<file path="config.mk">
export PLATFORM = sky130hd
export DESIGN_NAME = mpmc11_fifo_reader_flat
export DESIGN_NICKNAME = d
export VERILOG_FILES = /design/src/rtl/mpmc11_pkg.sv /design/src/rtl/mpmc11_fifo_reader_if.sv /design/src/rtl/mpmc11_rdr_backoff.sv /design/src/rtl/mpmc11_fifo_reader.sv /design/src/flat_wrapper.sv
export SDC_FILE = /design/constraint.sdc
export NUM_CORES = 1
export LEC_CHECK = 0
export BUFFER_PORTS_ARGS = -buffer_cell sky130_fd_sc_hd__buf_2
export CORE_ASPECT_RATIO = 1.1
export CORE_MARGIN = 8
export CORE_UTILIZATION = 48
export DETAILED_ROUTE_END_ITERATION = 12
export GPL_TIMING_DRIVEN = 0
export PLACE_DENSITY = 0.9
export SLEW_MARGIN = 10
export SYNTH_ARGS = -nofsm -noshare
export SYNTH_HDL_FRONTEND = slang
export SYNTH_SLANG_ARGS = --single-unit
</file>
<file path="constraint.sdc">
create_clock -name clk -period 2 [get_ports clk]
set_input_delay 0 -clock clk [delete_from_list [all_inputs] [get_ports clk]]
set_output_delay 0 -clock clk [all_outputs]
set_load 0.05 [all_outputs]
</file>
<file path="src/rtl/mpmc11_pkg.sv">
// mpmc11_pkg: shared types and constants for the MPMC11 request FIFO reader.
//   mpmc11_fifoe_t      : one request entry as stored in the upstream FIFO
//   mpmc11_rdr_state_t  : reader state (idle / holding a request / backing off)
//   MPMC11_RDR_RETRY_W  : width of the replay counter
//   sat_inc16()         : 16-bit saturating increment used by the optional stats
package mpmc11_pkg;

   localparam int MPMC11_RDR_RETRY_W = 4;

   typedef struct packed {
      logic [31:0] addr;
      logic [3:0]  id;
      logic        we;
   } mpmc11_fifoe_t;

   typedef enum logic [1:0] {
      ST_IDLE    = 2'd0,
      ST_HOLD    = 2'd1,
      ST_BACKOFF = 2'd2
   } mpmc11_rdr_state_t;

   function automatic logic [15:0] sat_inc16(input logic [15:0] v);
      logic [15:0] r;
      if (v == 16'hFFFF) begin
         r = v;
      end else begin
         r = v + 16'd1;
      end
      return r;
   endfunction

endpackage

</file>
<file path="src/rtl/mpmc11_fifo_reader_if.sv">
// mpmc11_fifo_reader_if: FIFO-side and controller-side signals of the reader.
//   fifo_valid/fifo_dout/fifo_rd : FWFT read port of the upstream request FIFO
//   req_valid/req/req_ready/rty  : held request towards the memory controller
//   err/retry_cnt/busy           : status
//   acc_cnt/rty_cnt              : only when MPMC11_RDR_STATS_EN is defined
// master = the reader, slave = its environment.
interface mpmc11_fifo_reader_if;

   logic                             fifo_valid;
   mpmc11_pkg::mpmc11_fifoe_t        fifo_dout;
   logic                             fifo_rd;
   logic                             req_valid;
   mpmc11_pkg::mpmc11_fifoe_t        req;
   logic                             req_ready;
   logic                             rty;
   logic                             err;
   logic [mpmc11_pkg::MPMC11_RDR_RETRY_W-1:0] retry_cnt;
   logic                             busy;
`ifdef MPMC11_RDR_STATS_EN
   logic [15:0]                      acc_cnt;
   logic [15:0]                      rty_cnt;

   modport master (
      input  fifo_valid, fifo_dout, req_ready, rty,
      output fifo_rd, req_valid, req, err, retry_cnt, busy, acc_cnt, rty_cnt
   );
   modport slave (
      output fifo_valid, fifo_dout, req_ready, rty,
      input  fifo_rd, req_valid, req, err, retry_cnt, busy, acc_cnt, rty_cnt
   );
`else
   modport master (
      input  fifo_valid, fifo_dout, req_ready, rty,
      output fifo_rd, req_valid, req, err, retry_cnt, busy
   );
   modport slave (
      output fifo_valid, fifo_dout, req_ready, rty,
      input  fifo_rd, req_valid, req, err, retry_cnt, busy
   );
`endif

endinterface

</file>
<file path="src/rtl/mpmc11_rdr_backoff.sv">
// mpmc11_rdr_backoff: 4-bit loadable down-counter timing the replay backoff.
//   clk, rst_n : clock, asynchronous active-low reset
//   load       : load load_val (has priority over dec)
//   load_val   : value to load
//   dec        : decrement by one, sticking at zero
//   done       : counter is zero
module mpmc11_rdr_backoff (
   input  logic       clk,
   input  logic       rst_n,
   input  logic       load,
   input  logic [3:0] load_val,
   input  logic       dec,
   output logic       done
);

   logic [3:0] cnt_r;

   // Down-counter: load wins, decrement stops at zero
   always_ff @(posedge clk or negedge rst_n) begin
      if (!rst_n) begin
         cnt_r <= 4'd0;
      end else if (load) begin
         cnt_r <= load_val;
      end else if (dec && (cnt_r != 4'd0)) begin
         cnt_r <= cnt_r - 4'd1;
      end else begin
         cnt_r <= cnt_r;
      end
   end

   assign done = (cnt_r == 4'd0);

endmodule

</file>
<file path="src/rtl/mpmc11_fifo_reader.sv">
// mpmc11_fifo_reader: pops requests from an FWFT FIFO, holds each one towards
// the memory controller, and replays it after a backoff when the controller
// answers rty. A request still rejected after RETRY_MAX replays is dropped
// with a one-cycle err pulse.
//   clk, rst_n : clock (FIFO read clock), asynchronous active-low reset
//   bus        : mpmc11_fifo_reader_if.master (FIFO port, request port, status)
// Optional feature: define MPMC11_RDR_STATS_EN to add the saturating
// acc_cnt / rty_cnt statistics outputs.
module mpmc11_fifo_reader
   import mpmc11_pkg::*;
#(
   parameter int RETRY_MAX = 7,
   parameter int BACKOFF   = 4
) (
   input  logic                 clk,
   input  logic                 rst_n,
   mpmc11_fifo_reader_if.master bus
);

   localparam logic [MPMC11_RDR_RETRY_W-1:0] RETRY_MAX_C = 4'(RETRY_MAX);
   localparam logic [3:0]                    BO_LOAD_C   = 4'(BACKOFF - 1);

   mpmc11_rdr_state_t               state_r;
   mpmc11_fifoe_t                   req_r;
   logic                            req_valid_r;
   logic                            busy_r;
   logic                            err_r;
   logic [MPMC11_RDR_RETRY_W-1:0]   retry_cnt_r;

   logic accept_s;
   logic retry_s;
   logic pop_s;
   logic bo_load_s;
   logic bo_dec_s;
   logic bo_done_s;

   assign accept_s  = (state_r == ST_HOLD) && bus.req_ready && !bus.rty;
   assign retry_s   = (state_r == ST_HOLD) && bus.req_ready && bus.rty;
   // The pop must coincide with the capture edge, so it is decoded from the
   // current state; rst_n gates it so nothing is popped while in reset.
   assign pop_s     = rst_n && bus.fifo_valid &&
                      ((state_r == ST_IDLE) || accept_s);
   assign bo_load_s = retry_s && (retry_cnt_r != RETRY_MAX_C);
   assign bo_dec_s  = (state_r == ST_BACKOFF);

   mpmc11_rdr_backoff u_backoff (
      .clk      (clk),
      .rst_n    (rst_n),
      .load     (bo_load_s),
      .load_val (BO_LOAD_C),
      .dec      (bo_dec_s),
      .done     (bo_done_s)
   );

   // Reader FSM with registered request, status and error pulse
   always_ff @(posedge clk or negedge rst_n) begin
      if (!rst_n) begin
         state_r     <= ST_IDLE;
         req_r       <= '0;
         req_valid_r <= 1'b0;
         busy_r      <= 1'b0;
         err_r       <= 1'b0;
         retry_cnt_r <= 4'd0;
      end else begin
         err_r <= 1'b0;
         case (state_r)
            ST_IDLE: begin
               if (pop_s) begin
                  req_r       <= bus.fifo_dout;
                  state_r     <= ST_HOLD;
                  req_valid_r <= 1'b1;
                  busy_r      <= 1'b1;
               end
            end
            ST_HOLD: begin
               if (bus.req_ready) begin
                  if (!bus.rty) begin
                     retry_cnt_r <= 4'd0;
                     if (pop_s) begin
                        // back-to-back: next entry follows without a bubble
                        req_r <= bus.fifo_dout;
                     end else begin
                        state_r     <= ST_IDLE;
                        req_valid_r <= 1'b0;
                        busy_r      <= 1'b0;
                     end
                  end else if (retry_cnt_r != RETRY_MAX_C) begin
                     retry_cnt_r <= retry_cnt_r + 4'd1;
                     state_r     <= ST_BACKOFF;
                     req_valid_r <= 1'b0;
                  end else begin
                     // replay budget exhausted: drop the request
                     err_r       <= 1'b1;
                     retry_cnt_r <= 4'd0;
                     state_r     <= ST_IDLE;
                     req_valid_r <= 1'b0;
                     busy_r      <= 1'b0;
                  end
               end
            end
            ST_BACKOFF: begin
               if (bo_done_s) begin
                  state_r     <= ST_HOLD;
                  req_valid_r <= 1'b1;
               end
            end
            default: begin
               state_r     <= ST_IDLE;
               req_valid_r <= 1'b0;
               busy_r      <= 1'b0;
               retry_cnt_r <= 4'd0;
            end
         endcase
      end
   end

   assign bus.fifo_rd   = pop_s;
   assign bus.req_valid = req_valid_r;
   assign bus.req       = req_r;
   assign bus.err       = err_r;
   assign bus.retry_cnt = retry_cnt_r;
   assign bus.busy      = busy_r;

`ifdef MPMC11_RDR_STATS_EN
   logic [15:0] acc_cnt_r;
   logic [15:0] rty_cnt_r;

   // Saturating accept and retry-response statistics
   always_ff @(posedge clk or negedge rst_n) begin
      if (!rst_n) begin
         acc_cnt_r <= 16'd0;
         rty_cnt_r <= 16'd0;
      end else begin
         if (accept_s) begin
            acc_cnt_r <= sat_inc16(acc_cnt_r);
         end
         if (retry_s) begin
            rty_cnt_r <= sat_inc16(rty_cnt_r);
         end
      end
   end

   assign bus.acc_cnt = acc_cnt_r;
   assign bus.rty_cnt = rty_cnt_r;
`endif

endmodule

</file>
<file path="src/flat_wrapper.sv">
// flat-port wrapper written by rule: the top's interface ports become plain ports
module mpmc11_fifo_reader_flat import mpmc11_pkg::*;
#(
   parameter int RETRY_MAX = 7,
   parameter int BACKOFF   = 4
)
  (clk, rst_n, bus_fifo_valid, bus_fifo_dout, bus_req_ready, bus_rty, bus_fifo_rd, bus_req_valid, bus_req, bus_err, bus_retry_cnt, bus_busy);
  mpmc11_fifo_reader_if bus_i ();
  input  logic clk;
  input  logic rst_n;
  input wire logic [$bits(bus_i.fifo_valid)-1:0] bus_fifo_valid;
  input wire logic [$bits(bus_i.fifo_dout)-1:0] bus_fifo_dout;
  input wire logic [$bits(bus_i.req_ready)-1:0] bus_req_ready;
  input wire logic [$bits(bus_i.rty)-1:0] bus_rty;
  output wire logic [$bits(bus_i.fifo_rd)-1:0] bus_fifo_rd;
  output wire logic [$bits(bus_i.req_valid)-1:0] bus_req_valid;
  output wire logic [$bits(bus_i.req)-1:0] bus_req;
  output wire logic [$bits(bus_i.err)-1:0] bus_err;
  output wire logic [$bits(bus_i.retry_cnt)-1:0] bus_retry_cnt;
  output wire logic [$bits(bus_i.busy)-1:0] bus_busy;
  assign bus_i.fifo_valid = bus_fifo_valid;
  assign bus_i.fifo_dout = bus_fifo_dout;
  assign bus_i.req_ready = bus_req_ready;
  assign bus_i.rty = bus_rty;
  assign bus_fifo_rd = bus_i.fifo_rd;
  assign bus_req_valid = bus_i.req_valid;
  assign bus_req = bus_i.req;
  assign bus_err = bus_i.err;
  assign bus_retry_cnt = bus_i.retry_cnt;
  assign bus_busy = bus_i.busy;
  mpmc11_fifo_reader #(.RETRY_MAX(RETRY_MAX), .BACKOFF(BACKOFF)) u_core (.clk(clk), .rst_n(rst_n), .bus(bus_i));
endmodule
</file>
==> impl_results.md, run 1 <==
* Die area at 6890 µm²
* Post-Synthesis Cell Area at 2150 µm²
* Filler cell count at 270
* Ant diodes at 0
* Total Routed Length at 6910 µm
* Reg area at 1250 µm²
* Mean Syn Cell Area at 14.7 µm²
* Post-layout power at 5.58 mW
* Vias in the first global route at 1884
* Simple-gate area share of the yosys netlist at 6.21%
* R2r setup slk at 0.24 ns
* Grt total ovfl at 0
* Yosys warnings at 0
* 1st-iter DRT viols at 73
* Worst hold path class: primary input to flop
* Layout cells sized above 1 at 50.4%
* Die X at 79.9 µm
* Period Utilization, post-route at 93.3%
* Mux cell area share after synthesis at 22.3%
* Fin nets at 323
* Worst VDD drop at 0.754 mV
* Synth Instances at 147
* CP max FO at 10
* DRC errors left at 0
* RSZ-0062 raised after global routing: no
* Area grow syn2layout at 46.3%
* Inst Count DP at 287
* Clock slew seen by the registers of the worst setup and hold paths at 0.09 ns
* Height of the die at 86.3 µm
* Vias per cell at 5.35
* Multi-input gate area at 813 µm²
* PwrDens at 1770 nW/µm²
* Cell variety after synth at 38
* Cell taking the most area after synthesis: dfrtp_1
* Max clock buf depth at 2
* Std-Cell Rows at 25
* RR Startpoint: u_core.state_r[0]
* Placer Congestion at 0.745
* CTS Sinks at 50
* Ranking of synthesized cells by instance count: dfrtp_1, mux2_2, mux2_4, nand2_1
* Worst skew pair latency at 0.30 ns
* Synth Net Count at 191
* Max-slew violations at 0
* Achievable frequency at 0.536 GHz
* Main synth FF type: dfrtp_1
* I/O Pins at 87
* Worst R2R End: u_core.bus.req[22]
* XOR/XNOR Fraction of Synth Area at 0.813%
* Wirelength per Cell at 20.7 µm
* Final Non-Filler Cells at 334
* Synth Area in Compound Gates at 7.26%
* Vias at 1788
* Number of enable flip-flop cells after synthesis at 0
* CTS root buf: clkbuf_8
* Drt first pass iters at 4
* Largest net degree at the start of global routing at 54
* Routed Antenna Nets at 0
* WS Path Type: flop to output port
* FFs w/ async S/R, synth at 100%
* Hold path start: bus_req_ready
* Relative slew slack at 73.8%
* Crit start category: flop
* Hold slack final at 0.0243 ns
* Inserted Clock Buffers at 5
* IO Port Bufs at 86
* Hold Vio Cnt, Final at 0
* Post-route setup TNS at 0 ns
* Hold path depth at 2
* Worst Hold Path EP: u_core.bus.err
* Leak pwr at 1.55 nW
* WP data required at 2.00 ns
* Dpl hpwl at 3890 µm
* Sequential area share after synthesis at 58.1%
* Core Region at 4320 µm²
* Util after Layout at 73.0%
* Worst r2r path cells at 7
* Post-Route Skew at 0.00780 ns
* Total GRT Usage at 18.9%
* Crit end category: output port
* First-pass GRT wire length at 10100 µm
* Count leader, synth: dfrtp_1
* Main combinational cell family by area after synthesis: multiplexers
* Outcome: finished, final reports clean
* Initial antenna violation count at 0
* Yosys top cell area share at 58.1%
* Arrival time worst endpoint at 1.87 ns
* Synthesized-area fraction occupied by adder cells at 1.16%
* Htree depth at 2
* Synth top area cells: dfrtp_1, mux2_4, mux2_2
* Final Setup Violations at 0
* Slew @ Worst Pin at 0.390 ns
* Post_cts resized at 0
* Final min period at 1.87 ns
* Initial Util at 49.9%
* Total of max-cap violations at 0
* CTS tree: done
* #FFs+latches synth at 50
## how the worst max path moves through the flow
| stage | startpoint | endpoint | slack (ns) | depth (start not counted) |
|---|---|---|---|---|
| 6_report | u_core.state_r[0] | bus_fifo_rd | 0.13 | 7 |
| 5_1_grt | u_core.state_r[0] | bus_fifo_rd | 0.02 | 7 |
| 4_1_cts | rst_n | bus_fifo_rd | 0.04 | 6 |
| 3_5_place_dp | rst_n | u_core.bus.req[22] | -0.15 | 6 |
| 3_3_place_gp | rst_n | u_core.bus.req[22] | -0.11 | 6 |
| 2_1_floorplan | u_core.state_r[0] | u_core.bus.req[3] | 0.41 | 7 |
## sequential cells by signal, summed over array words and instances, names as in the netlist
name	cells
u_core.bus.req_valid	1
u_core.bus.retry_cnt	4
u_core.bus.err	1
u_core.state_r	2
u_core.bus.busy	1
u_core.u_backoff.cnt_r	4
u_core.bus.req	37
## final cells by class
cell class              instances  share of cell area (%)
multi-input cells              86                    25.8
well taps                      54                    2.14
repair buffers                125                    26.7
plain buffers                   6                    2.26
inverters                       5                   0.595
clock buffers                   5                    2.18
clock inverters                 3                   0.675
flip-flops and latches         50                    39.7
## per-layer routing
metal,wire (µm),global-route usage (%),vias to the layer above
li1,-,-,786
met1,2540,21.3,898
met2,3500,31.7,90
met3,713,7.14,14
met4,155,6.46,0
met5,0,0,-
## what timing repair did
item	CTS	global route
endpoints found under the setup margin	0	0
setup buffers	0	0
hold buffers	37	2
hold endpoints to repair	87	50
## cells in the final DEF, fill, tap and decap left out, types with 2 or more instances in the layout
cell / instances
a21oi_1: 3
and2_1: 2
buf_12: 2
buf_2: 86
buf_4: 3
clkbuf_8: 5
dfrtp_1: 50
dlygate4sd3_1: 38
ha_1: 2
inv_1: 4
mux2_1: 2
mux2_2: 18
mux2_4: 17
nand2_1: 6
nand2b_1: 3
nand3b_1: 2
nor2_1: 4
nor3_1: 2
o21ai_0: 3
o21ai_1: 2
o31ai_1: 3
## worst max-delay path: stages, from the launching register on
cell     delay, ns
dfrtp_1       0.37
buf_4         0.16
inv_2         0.09
a21oi_2       0.04
nor3_2        0.26
buf_6         0.22
buf_12        0.16
buf_2         0.27
## power breakdown
part	internal [mW]	total [mW]	switching, mW	leakage, nW
clock network	0.246	0.587	0.341	0.0441
registers	1.48	1.79	0.318	0.604
logic	0.975	3.19	2.22	0.900
## logic make-up (layout without fill, tap and decap cells)
group | Yosys count | count (layout)
flip-flops | 50 | 50
multiplexers | 37 | 37
AND/OR/NAND/NOR | 24 | 24
AO/OA/AOI/OAI | 21 | 21
buffers and inverters | 11 | 144
adder cells (fa/ha/maj) | 2 | 2
XOR/XNOR | 2 | 2
## per-stage QoR
step / cell area [µm²] / setup slack [ns]
floorplan: 2150 / 0.414
global placement: 2650 / -0.114
detailed placement: 2650 / -0.152
CTS: 3110 / 0.0371
global route: 3150 / 0.0236
finish: 3150 / 0.133
Power figures use the tool's default switching activity.
==> inputs of run 2 (changes only) <==
--- a/config.mk
+++ b/config.mk
@@ -8,10 +8,10 @@
 export BUFFER_PORTS_ARGS = -buffer_cell sky130_fd_sc_hd__buf_2
 export CORE_ASPECT_RATIO = 1.1
 export CORE_MARGIN = 8
-export CORE_UTILIZATION = 48
+export CORE_UTILIZATION = 43
 export DETAILED_ROUTE_END_ITERATION = 12
 export GPL_TIMING_DRIVEN = 0
-export PLACE_DENSITY = 0.9
+export PLACE_DENSITY = 0.86
 export SLEW_MARGIN = 10
 export SYNTH_ARGS = -nofsm -noshare
 export SYNTH_HDL_FRONTEND = slang
==> constraint.sdc (replaced) <==
create_clock -name clk -period 1.7 [get_ports clk]
set_input_delay 0 -clock clk [delete_from_list [all_inputs] [get_ports clk]]
set_output_delay 0 -clock clk [all_outputs]
set_load 0.05 [all_outputs]
==> run 2 against run 1 <==
Compared with the run above:
- the flow now finishes with violations (negative hold slack)
- clock power rose by 8.3%
- sequential power rose by 13%
- global-route usage fell by 3.7 points
- hold slack got worse by 0.31 ns
- combinational power rose by 15%
- via count fell by 6.8%
- first-iteration DRC count fell by 58%
==> impl_results.md, run 2 (synthesized netlist as in run 1, its figures left out) <==
* Cts hold-fix bufs at 37
* R2r setup slk at 0.05 ns
* Drt first pass iters at 4
* Dpl cell area at 2660 µm²
* Fin nets at 323
* Worst R2R End: u_core.bus.req[12]
* Post-layout power at 6.34 mW
* Achievable frequency at 0.607 GHz
* Vias in the first global route at 1902
* Vias per cell at 4.95
* Final Non-Filler Cells at 337
* Layout cells sized above 1 at 50.5%
* Worst hold path class: primary input to asynchronous set/reset pin
* Period Utilization, post-route at 96.9%
* Max reg flops at 37
* Hold Vio Cnt, Final at 50
* Relative slew slack at 56.9%
* PnR worst setup slack at 0.0523 ns
* First-pass GRT wire length at 9530 µm
* WP data required at 1.89 ns
* Inserted Clock Buffers at 5
* Most frequent cells in the layout: buf_2, dfrtp_1, dlygate4sd3_1, mux2_2, mux2_4
* DRC errors left at 0
* CTS Sinks at 50
* Final min period at 1.65 ns
* Arrival time worst endpoint at 1.84 ns
* Largest net degree at the start of global routing at 54
* Core Region at 4930 µm²
* Wirelength per Cell at 16.2 µm
* Final Setup Violations at 0
* Crit path cell chain: buf_4, inv_2, a21oi_2, nor3_2, buf_6, buf_4, mux2_2
* Filler cell count at 386
* CP dominant cell by count: buf_4
* Util after Layout at 63.6%
* Die area at 7530 µm²
* Worst VDD drop at 0.898 mV
* Max clock buf depth at 2
* Slew @ Worst Pin at 0.646 ns
* Post-route setup TNS at 0 ns
* Initial Util at 43.7%
* WS Path Type: flop to flop
* I/O Pins at 87
* Total Routed Length at 5460 µm
* Design area at 3140 µm²
* Vias at 1667
* Leak pwr at 1.55 nW
* Multi-input gate area at 813 µm²
* Outcome: finished with violations
* 1st-iter DRT viols at 31
* Htree depth at 2
* Placer Congestion at 0.712
* RSZ-0062 raised after global routing: yes
* Area grow syn2layout at 45.7%
* Reg area at 1250 µm²
* Crit start category: flop
* Max-slew violations at 0
* CP max stage cell: dfrtp_1
* Die X at 83.5 µm
* Pre-CTS WS at -0.447 ns
* Std-Cell Rows at 27
* Worst r2r path cells at 7
* Routed Antenna Nets at 0
* Buf/Inv on CP at 4
* Inst Count DP at 291
* Post-Route Skew at 0.00802 ns
* Most common cell after layout, fill and taps aside: buf_2
* PwrDens at 2020 nW/µm²
* CP max FO at 9
* Grt total ovfl at 0
* Worst skew pair latency at 0.30 ns
* Failing checks: negative hold slack
* Dpl hpwl at 3520 µm
* Crit path largest cell delay at 0.37 ns
* CTS tree: done
* Ant diodes at 0
* Crit end category: flop
* Top delay family on crit path: buffers and inverters
* Total of max-cap violations at 0
* IO Port Bufs at 86
* Height of the die at 90.2 µm
* Initial antenna violation count at 0
* Clock slew seen by the registers of the worst setup and hold paths at 0.09 ns
* RR Startpoint: u_core.state_r[0]
* Hold slack final at -0.281 ns
* Total GRT Usage at 15.2%
* CTS root buf: clkbuf_8
## run 2: changes by cell type in the layout (fill, tap and decap cells not counted), sizes merged
cell	delta
buf	+1
clkinvlp	-1
dlygate4sd3	-1
## run 2: layer usage
layer | part of all wire [%] | routed length [µm] | vias to the layer above | global-route usage (%)
li1 | - | - | 794 | -
met1 | 40 | 2190 | 815 | 15.8
met2 | 54 | 2930 | 51 | 28.7
met3 | 5.4 | 294 | 7 | 4.60
met4 | 0.90 | 49 | 0 | 3.46
met5 | 0 | 0 | - | 0
## run 2: worst max path at each step
stage	cells past startpoint	endpoint	start
3_5_place_dp	6	u_core.bus.req[22]	rst_n
2_1_floorplan	7	u_core.bus.req[3]	u_core.state_r[0]
3_3_place_gp	6	u_core.bus.req[22]	rst_n
4_1_cts	7	bus_fifo_rd	u_core.state_r[0]
6_report	7	u_core.bus.req[12]	u_core.state_r[0]
5_1_grt	7	u_core.bus.req[12]	u_core.state_r[0]
## run 2: where the power goes
part           total, mW  internal [mW]  leakage, nW  switching (mW)
Combinational       3.67           1.16        0.898            2.51
Clock              0.636          0.277       0.0438           0.360
Sequential          2.03           1.74        0.604           0.296
Total               6.34           3.17         1.55            3.16
## run 2: final cells by class
| type | count | share of cell area, % |
|---|---|---|
| Sequential cell | 50 | 39.9 |
| Timing Repair Buffer | 126 | 26.8 |
| Multi-Input combinational cell | 86 | 25.9 |
| Tap cell | 58 | 2.31 |
| Clock buffer | 5 | 2.19 |
| Buffer | 5 | 2.03 |
| Inverter | 5 | 0.598 |
| Clock inverter | 2 | 0.319 |
## run 2: what timing repair did
item / in CTS / in global routing
endpoints found under the setup margin: 31 / 7
resized for setup: 2 / 3
setup buffers: 2 / 1
pin swaps: 1 / 1
hold endpoints to repair: 87 / 50
